**config.mk**
```make
export PLATFORM = sky130hd
export DESIGN_NAME = tnn_feature_encoder
export DESIGN_NICKNAME = d
export VERILOG_FILES = /design/src/rtl/tnn_enc_pkg.sv /design/src/rtl/tnn_quant2b.sv /design/src/rtl/tnn_feature_encoder.sv
export SDC_FILE = /design/constraint.sdc
export NUM_CORES = 1
export LEC_CHECK = 0
export BUFFER_PORTS_ARGS = -buffer_cell sky130_fd_sc_hd__clkbuf_2
export CAP_MARGIN = 0
export CORE_MARGIN = 4
export CORE_UTILIZATION = 50
export CTS_CLUSTER_DIAMETER = 50
export DETAILED_ROUTE_END_ITERATION = 16
export PLACE_DENSITY = 0.77
export SYNTH_ARGS = -nofsm -noshare
export SYNTH_HDL_FRONTEND = slang
export SYNTH_SLANG_ARGS = --single-unit
```
**constraint.sdc**
```tcl
create_clock -name clk -period 3.7 [get_ports clk]
set_clock_uncertainty 0.2 [all_clocks]
set_input_delay 0.74 -clock clk [delete_from_list [all_inputs] [get_ports clk]]
set_output_delay 0.74 -clock clk [all_outputs]
set_load 0.005 [all_outputs]
```
**src/rtl/tnn_enc_pkg.sv**
```systemverilog
// rtl/tnn_enc_pkg.sv - shared types and constants for the TNN feature encoder
package tnn_enc_pkg;

  localparam int CODE_W     = 2;
  localparam int NTHR       = 3;
  localparam int NFEAT_DEF  = 5;
  localparam int FEAT_W_DEF = 8;

  typedef enum logic {COLLECT = 1'b0, HOLD = 1'b1} state_t;

  typedef logic [FEAT_W_DEF-1:0] thr_t;

  // Feature f owns bits [3*FEAT_W*f +: 3*FEAT_W]; T1 sits in the lowest byte.
  localparam logic [NTHR*FEAT_W_DEF*NFEAT_DEF-1:0] THR_INIT_DEF =
    {NFEAT_DEF{thr_t'(8'd64), thr_t'(8'd128), thr_t'(8'd192)}};

endpackage

```
**src/rtl/tnn_quant2b.sv**
```systemverilog
// rtl/tnn_quant2b.sv - 2-bit quantizer: count of thresholds at or below x
module tnn_quant2b
  import tnn_enc_pkg::*;
#(
  parameter int FEAT_W = 8
) (
  input  logic [FEAT_W-1:0] x,
  input  logic [FEAT_W-1:0] t1,
  input  logic [FEAT_W-1:0] t2,
  input  logic [FEAT_W-1:0] t3,
  output logic [CODE_W-1:0] code
);

  logic ge1, ge2, ge3;

  assign ge1  = (x >= t1);
  assign ge2  = (x >= t2);
  assign ge3  = (x >= t3);
  // Sum rather than priority encode so unordered thresholds stay well defined.
  assign code = CODE_W'(ge1) + CODE_W'(ge2) + CODE_W'(ge3);

endmodule

```
**src/rtl/tnn_feature_encoder.sv**
```systemverilog
// rtl/tnn_feature_encoder.sv - serial feature stream to 2-bit code vector; TNN_ENC_THR_CFG_EN adds threshold write port
module tnn_feature_encoder
  import tnn_enc_pkg::*;
#(
  parameter int NFEAT  = 5,
  parameter int FEAT_W = 8,
  parameter int CNT_W  = 16,
  parameter logic [NTHR*FEAT_W*NFEAT-1:0] THR_INIT = THR_INIT_DEF
) (
  input  logic                     clk,
  input  logic                     rst,
`ifdef TNN_ENC_THR_CFG_EN
  input  logic                     cfg_we,
  input  logic [2:0]               cfg_feat,
  input  logic [1:0]               cfg_sel,
  input  logic [FEAT_W-1:0]        cfg_data,
`endif
  input  logic                     s_valid,
  output logic                     s_ready,
  input  logic [FEAT_W-1:0]        s_data,
  input  logic                     s_last,
  output logic                     m_valid,
  input  logic                     m_ready,
  output logic [CODE_W*NFEAT-1:0]  m_vec,
  output logic                     err_frame,
  output logic [CNT_W-1:0]         vec_cnt
);

  localparam int IDX_W = (NFEAT > 1) ? $clog2(NFEAT) : 1;

  state_t              state;
  logic [IDX_W-1:0]    idx;
  logic [FEAT_W-1:0]   thr [NFEAT*NTHR];
  logic [FEAT_W-1:0]   t1, t2, t3;
  logic [CODE_W-1:0]   code;

`ifdef TNN_ENC_THR_CFG_EN
  always_ff @(posedge clk) begin
    if (rst) begin
      for (int i = 0; i < NFEAT*NTHR; i++) thr[i] <= THR_INIT[FEAT_W*i +: FEAT_W];
    end else if (cfg_we) begin
      // Out-of-range feature or sel==3 simply matches no slot.
      for (int f = 0; f < NFEAT; f++)
        for (int k = 0; k < NTHR; k++)
          if (cfg_feat == 3'(f) && cfg_sel == 2'(k)) thr[NTHR*f+k] <= cfg_data;
    end
  end
`else
  always_comb begin
    for (int i = 0; i < NFEAT*NTHR; i++) thr[i] = THR_INIT[FEAT_W*i +: FEAT_W];
  end
`endif

  always_comb begin
    t1 = '0;
    t2 = '0;
    t3 = '0;
    for (int f = 0; f < NFEAT; f++) begin
      if (idx == IDX_W'(f)) begin
        t1 = thr[NTHR*f];
        t2 = thr[NTHR*f+1];
        t3 = thr[NTHR*f+2];
      end
    end
  end

  tnn_quant2b #(.FEAT_W(FEAT_W)) u_quant (
    .x    (s_data),
    .t1   (t1),
    .t2   (t2),
    .t3   (t3),
    .code (code)
  );

  always_ff @(posedge clk) begin
    if (rst) begin
      state     <= COLLECT;
      idx       <= '0;
      s_ready   <= 1'b1;
      m_valid   <= 1'b0;
      m_vec     <= '0;
      err_frame <= 1'b0;
      vec_cnt   <= '0;
    end else begin
      case (state)
        COLLECT: begin
          if (s_valid && s_ready) begin
            for (int f = 0; f < NFEAT; f++)
              if (idx == IDX_W'(f)) m_vec[CODE_W*f +: CODE_W] <= code;
            if (idx == IDX_W'(NFEAT-1)) begin
              state   <= HOLD;
              m_valid <= 1'b1;
              s_ready <= 1'b0;
              idx     <= '0;
              if (!s_last) err_frame <= 1'b1;
            end else if (s_last) begin
              idx       <= '0;
              err_frame <= 1'b1;
            end else begin
              idx <= idx + IDX_W'(1);
            end
          end
        end
        HOLD: begin
          if (m_ready) begin
            state   <= COLLECT;
            m_valid <= 1'b0;
            s_ready <= 1'b1;
            vec_cnt <= vec_cnt + CNT_W'(1);
          end
        end
        default: state <= COLLECT;
      endcase
    end
  end

endmodule
```
==> run summary <==
Synth top area share - 0.431
MaxCap Viol Count - 0
number of diodes - 0
worst stage delay on the critical path - 0.58 ns
via count - 1382
asr flop ratio synth - 0
yosys warns - 0
Initial Util - 0.538
Longest Clk Path Bufs - 2
core area - 2850 µm²
Fin Hold WS - 0.257 ns
top cells by area, synth - dfxtp_1, a21oi_1, ha_1
Hold Path Class - reg -> reg
critical path class - reg -> reg
Hold Path Depth - 2
worst skew pair latency - 0.33 ns
DRT Wirelength - 3110 µm
CTS Sinks - 33
EDFF count, synth - 0
WP data arrival - 3.54 ns
CP max FO - 5
Mapped Cells - 183
Ports - 42
Die ar. - 4020 µm²
DR iter-0 viols - 62
compound-gate portion of the synthesized area - 0.0987
nets@finish - 247
clock share of power - 0.332
mux contribution to synthesized area - 0.0131
Final period util - 0.957
Mapped Nets - 204
fin util - 0.638
maximum clock frequency - 283 MHz
nature of the critical path startpoint - flip-flop
register area share after synthesis - 0.431
Post-synth top flop - dfxtp_1
gr ovfl total - 0
share of cells above drive strength 1 - 0.243
Total Negative Setup Slacks - 0 ns
CTS buffer count - 5
FF-to-FF setup slack - 0.16 ns
Slew @ Worst Pin - 0.643 ns
Final Hold Vio Count - 0
max-slew violation count - 0
Total Routing Usage GR - 0.168
Root Buffer - clkbuf_4
Power Dens Cells - 337 nW/µm²
clk slew on worst S/H paths - 0.10 ns
CP required - 3.70 ns
internal power - 0.469 mW
Yosys reg bits - 33
input/output buffers - 41
Die Wd - 63.4 µm
Max IR drop VDD - 0.000238 V
Net Sw Frac - 0.235
Yosys top cell by area - dfxtp_1
min-delay src - m_vec[1]
slew margin rel. - 0.571
number of global-route vias before repair - 1207
crit-path leading delay family - simple AND/OR/NAND/NOR gates
total power - 0.614 mW
Worst setup EP type - flip-flop
H-Tree Level Count - 2
antenna viol nets, final - 0
Die Y - 63.4 µm
commonest non-fill, non-tap cell in the layout - clkbuf_2
RSZ-0062 raised after global routing - false
DP HPWL - 2280 µm
Final min period - 3.54 ns
# rows - 19
Reg2Reg Depth - 11
antenna violations before repair - 0
Worst R2R End - m_vec[8]
Mean Syn Cell Area - 8.38 µm²
largest family of logic cells by synthesized area - simple AND/OR/NAND/NOR gates
Lkg Pwr - 0.717 nW
WHS Endpoint - m_vec[1]
first-pass GRT wire length - 5460 µm
post-synth cell types - 34
Critical-path top delay cell - or4b_2
area share of fa/ha/maj cells after synthesis - 0.0701
Area Overhead vs Synth - 18.6%
GPL Wtd Cong - 0.845
reg-to-reg startpoint - idx[0]
TritonRoute pass-1 iters - 4
Setup-failing EPs final - 0
combinational share of power - 0.079
DR WL/cell - 12.1 µm
fraction of the mapped netlist area in simple logic gates - 0.281
Synth Area in XOR/XNOR - 0.0685
largest net degree at the start of global routing - 34
DRC - 0
status - finished, final reports clean
crit path cell chain - inv_1 -> ha_1 -> or3b_2 -> a21oi_1 -> inv_1 -> ha_1 -> or4b_2 -> o21ai_1 -> fa_2 -> mux2i_1 -> nor2_1
worst path buffer plus inverter count - 2
P_sw - 0.145 mW
DR vias/cell - 5.38
sequential power share - 0.590
most frequent cells in the layout - clkbuf_2, dfxtp_1, nor2_1, nand2_1, a21oi_1
synthesized cell area - 1530 µm²
TritonCTS clock tree - built
[sequential cells by signal (all words and copies together), names as in the netlist]
| register | count |
|---|---|
| vec_cnt | 16 |
| m_vec | 10 |
| idx | 3 |
| err_frame | 1 |
| m_valid | 1 |
| s_ready | 1 |
| state | 1 |
[cells by family (layout without fill, tap and decap cells)]
family | after synthesis | in the layout
xor+xnor | 12 | 12
fa+ha+maj | 8 | 8
mux | 2 | 2
flops | 33 | 33
simple gates | 85 | 85
compound gates | 28 | 28
buf+inv | 15 | 58
[layer usage]
metal / track usage / part of all wire / vias up
met5: 0 / 0 / -
met4: 0.0728 / 0.016 / 0
met3: 0.0444 / 0.043 / 8
met2: 0.254 / 0.45 / 27
met1: 0.224 / 0.49 / 633
li1: - / - / 714
[synthesized netlist by cell type, types with 2 or more instances]
master	instances
nor2_1	23
mux2i_1	2
nand2b_1	2
nand4_1	2
nand3b_1	2
clkbuf_1	5
nand2_1	22
o21ai_0	3
nor3_1	5
nand3_1	13
nor4_1	4
ha_1	7
inv_1	9
xor2_1	2
dfxtp_1	33
xnor2_1	10
or4_1	2
a21oi_1	21
[metrics by stage]
stage	instances	area, µm²	setup slack, ns
after detailed placement	250	1760	0.116
after floorplan	183	1530	0.307
after CTS	257	1820	0.102
final	257	1820	0.161
after global placement	250	1760	0.178
after global routing	257	1820	0.00495
[what timing repair did]
item | in CTS | in global routing
buffers inserted | 0 | 0
endpoints found under the setup margin | 0 | 5
hold endpoints to repair | 0 | 0
hold buffers | 0 | 0
gates resized for setup | 0 | 2
[layout make-up]
| cell class | instances | area, µm² |
|---|---|---|
| flip-flops and latches | 33 | 661 |
| multi-input cells | 135 | 818 |
| fillers | 257 | 1030 |
| well taps | 31 | 38.8 |
| inverters | 9 | 33.8 |
| clock buffers | 7 | 55.1 |
| repair buffers | 42 | 213 |
[how the worst max path moves through the flow]
| stage | slack (ns) | endpoint | from | depth (start not counted) |
|---|---|---|---|---|
| 2_1_floorplan | 0.31 | m_vec[8] | idx[0] | 11 |
| 6_report | 0.16 | m_vec[8] | idx[0] | 11 |
| 3_3_place_gp | 0.18 | m_vec[8] | idx[0] | 11 |
| 4_1_cts | 0.10 | m_vec[8] | idx[0] | 11 |
| 3_5_place_dp | 0.12 | m_vec[8] | idx[0] | 11 |
| 5_1_grt | 0.005 | m_vec[8] | idx[0] | 11 |
[power by group through the flow]
stage | Sequential [mW] | Clock [mW] | Combinational, mW
CTS | 0.362 | 0.209 | 0.0478
detailed placement | 0.370 | 0 | 0.0473
global route | 0.363 | 0.225 | 0.0541
floorplan | 0.370 | 0 | 0.0289
global placement | 0.370 | 0 | 0.0474
finish | 0.362 | 0.204 | 0.0483
[worst register-to-register path: cells and delay by family, from the launching register on]
family	cells	cell delay, ns
multiplexers	1	0.15
adder cells (fa/ha/maj)	3	1.04
buffers and inverters	2	0.17
flip-flops	1	0.38
AND/OR/NAND/NOR	3	1.07
AO/OA/AOI/OAI	2	0.41
Power figures use the tool's default switching activity.
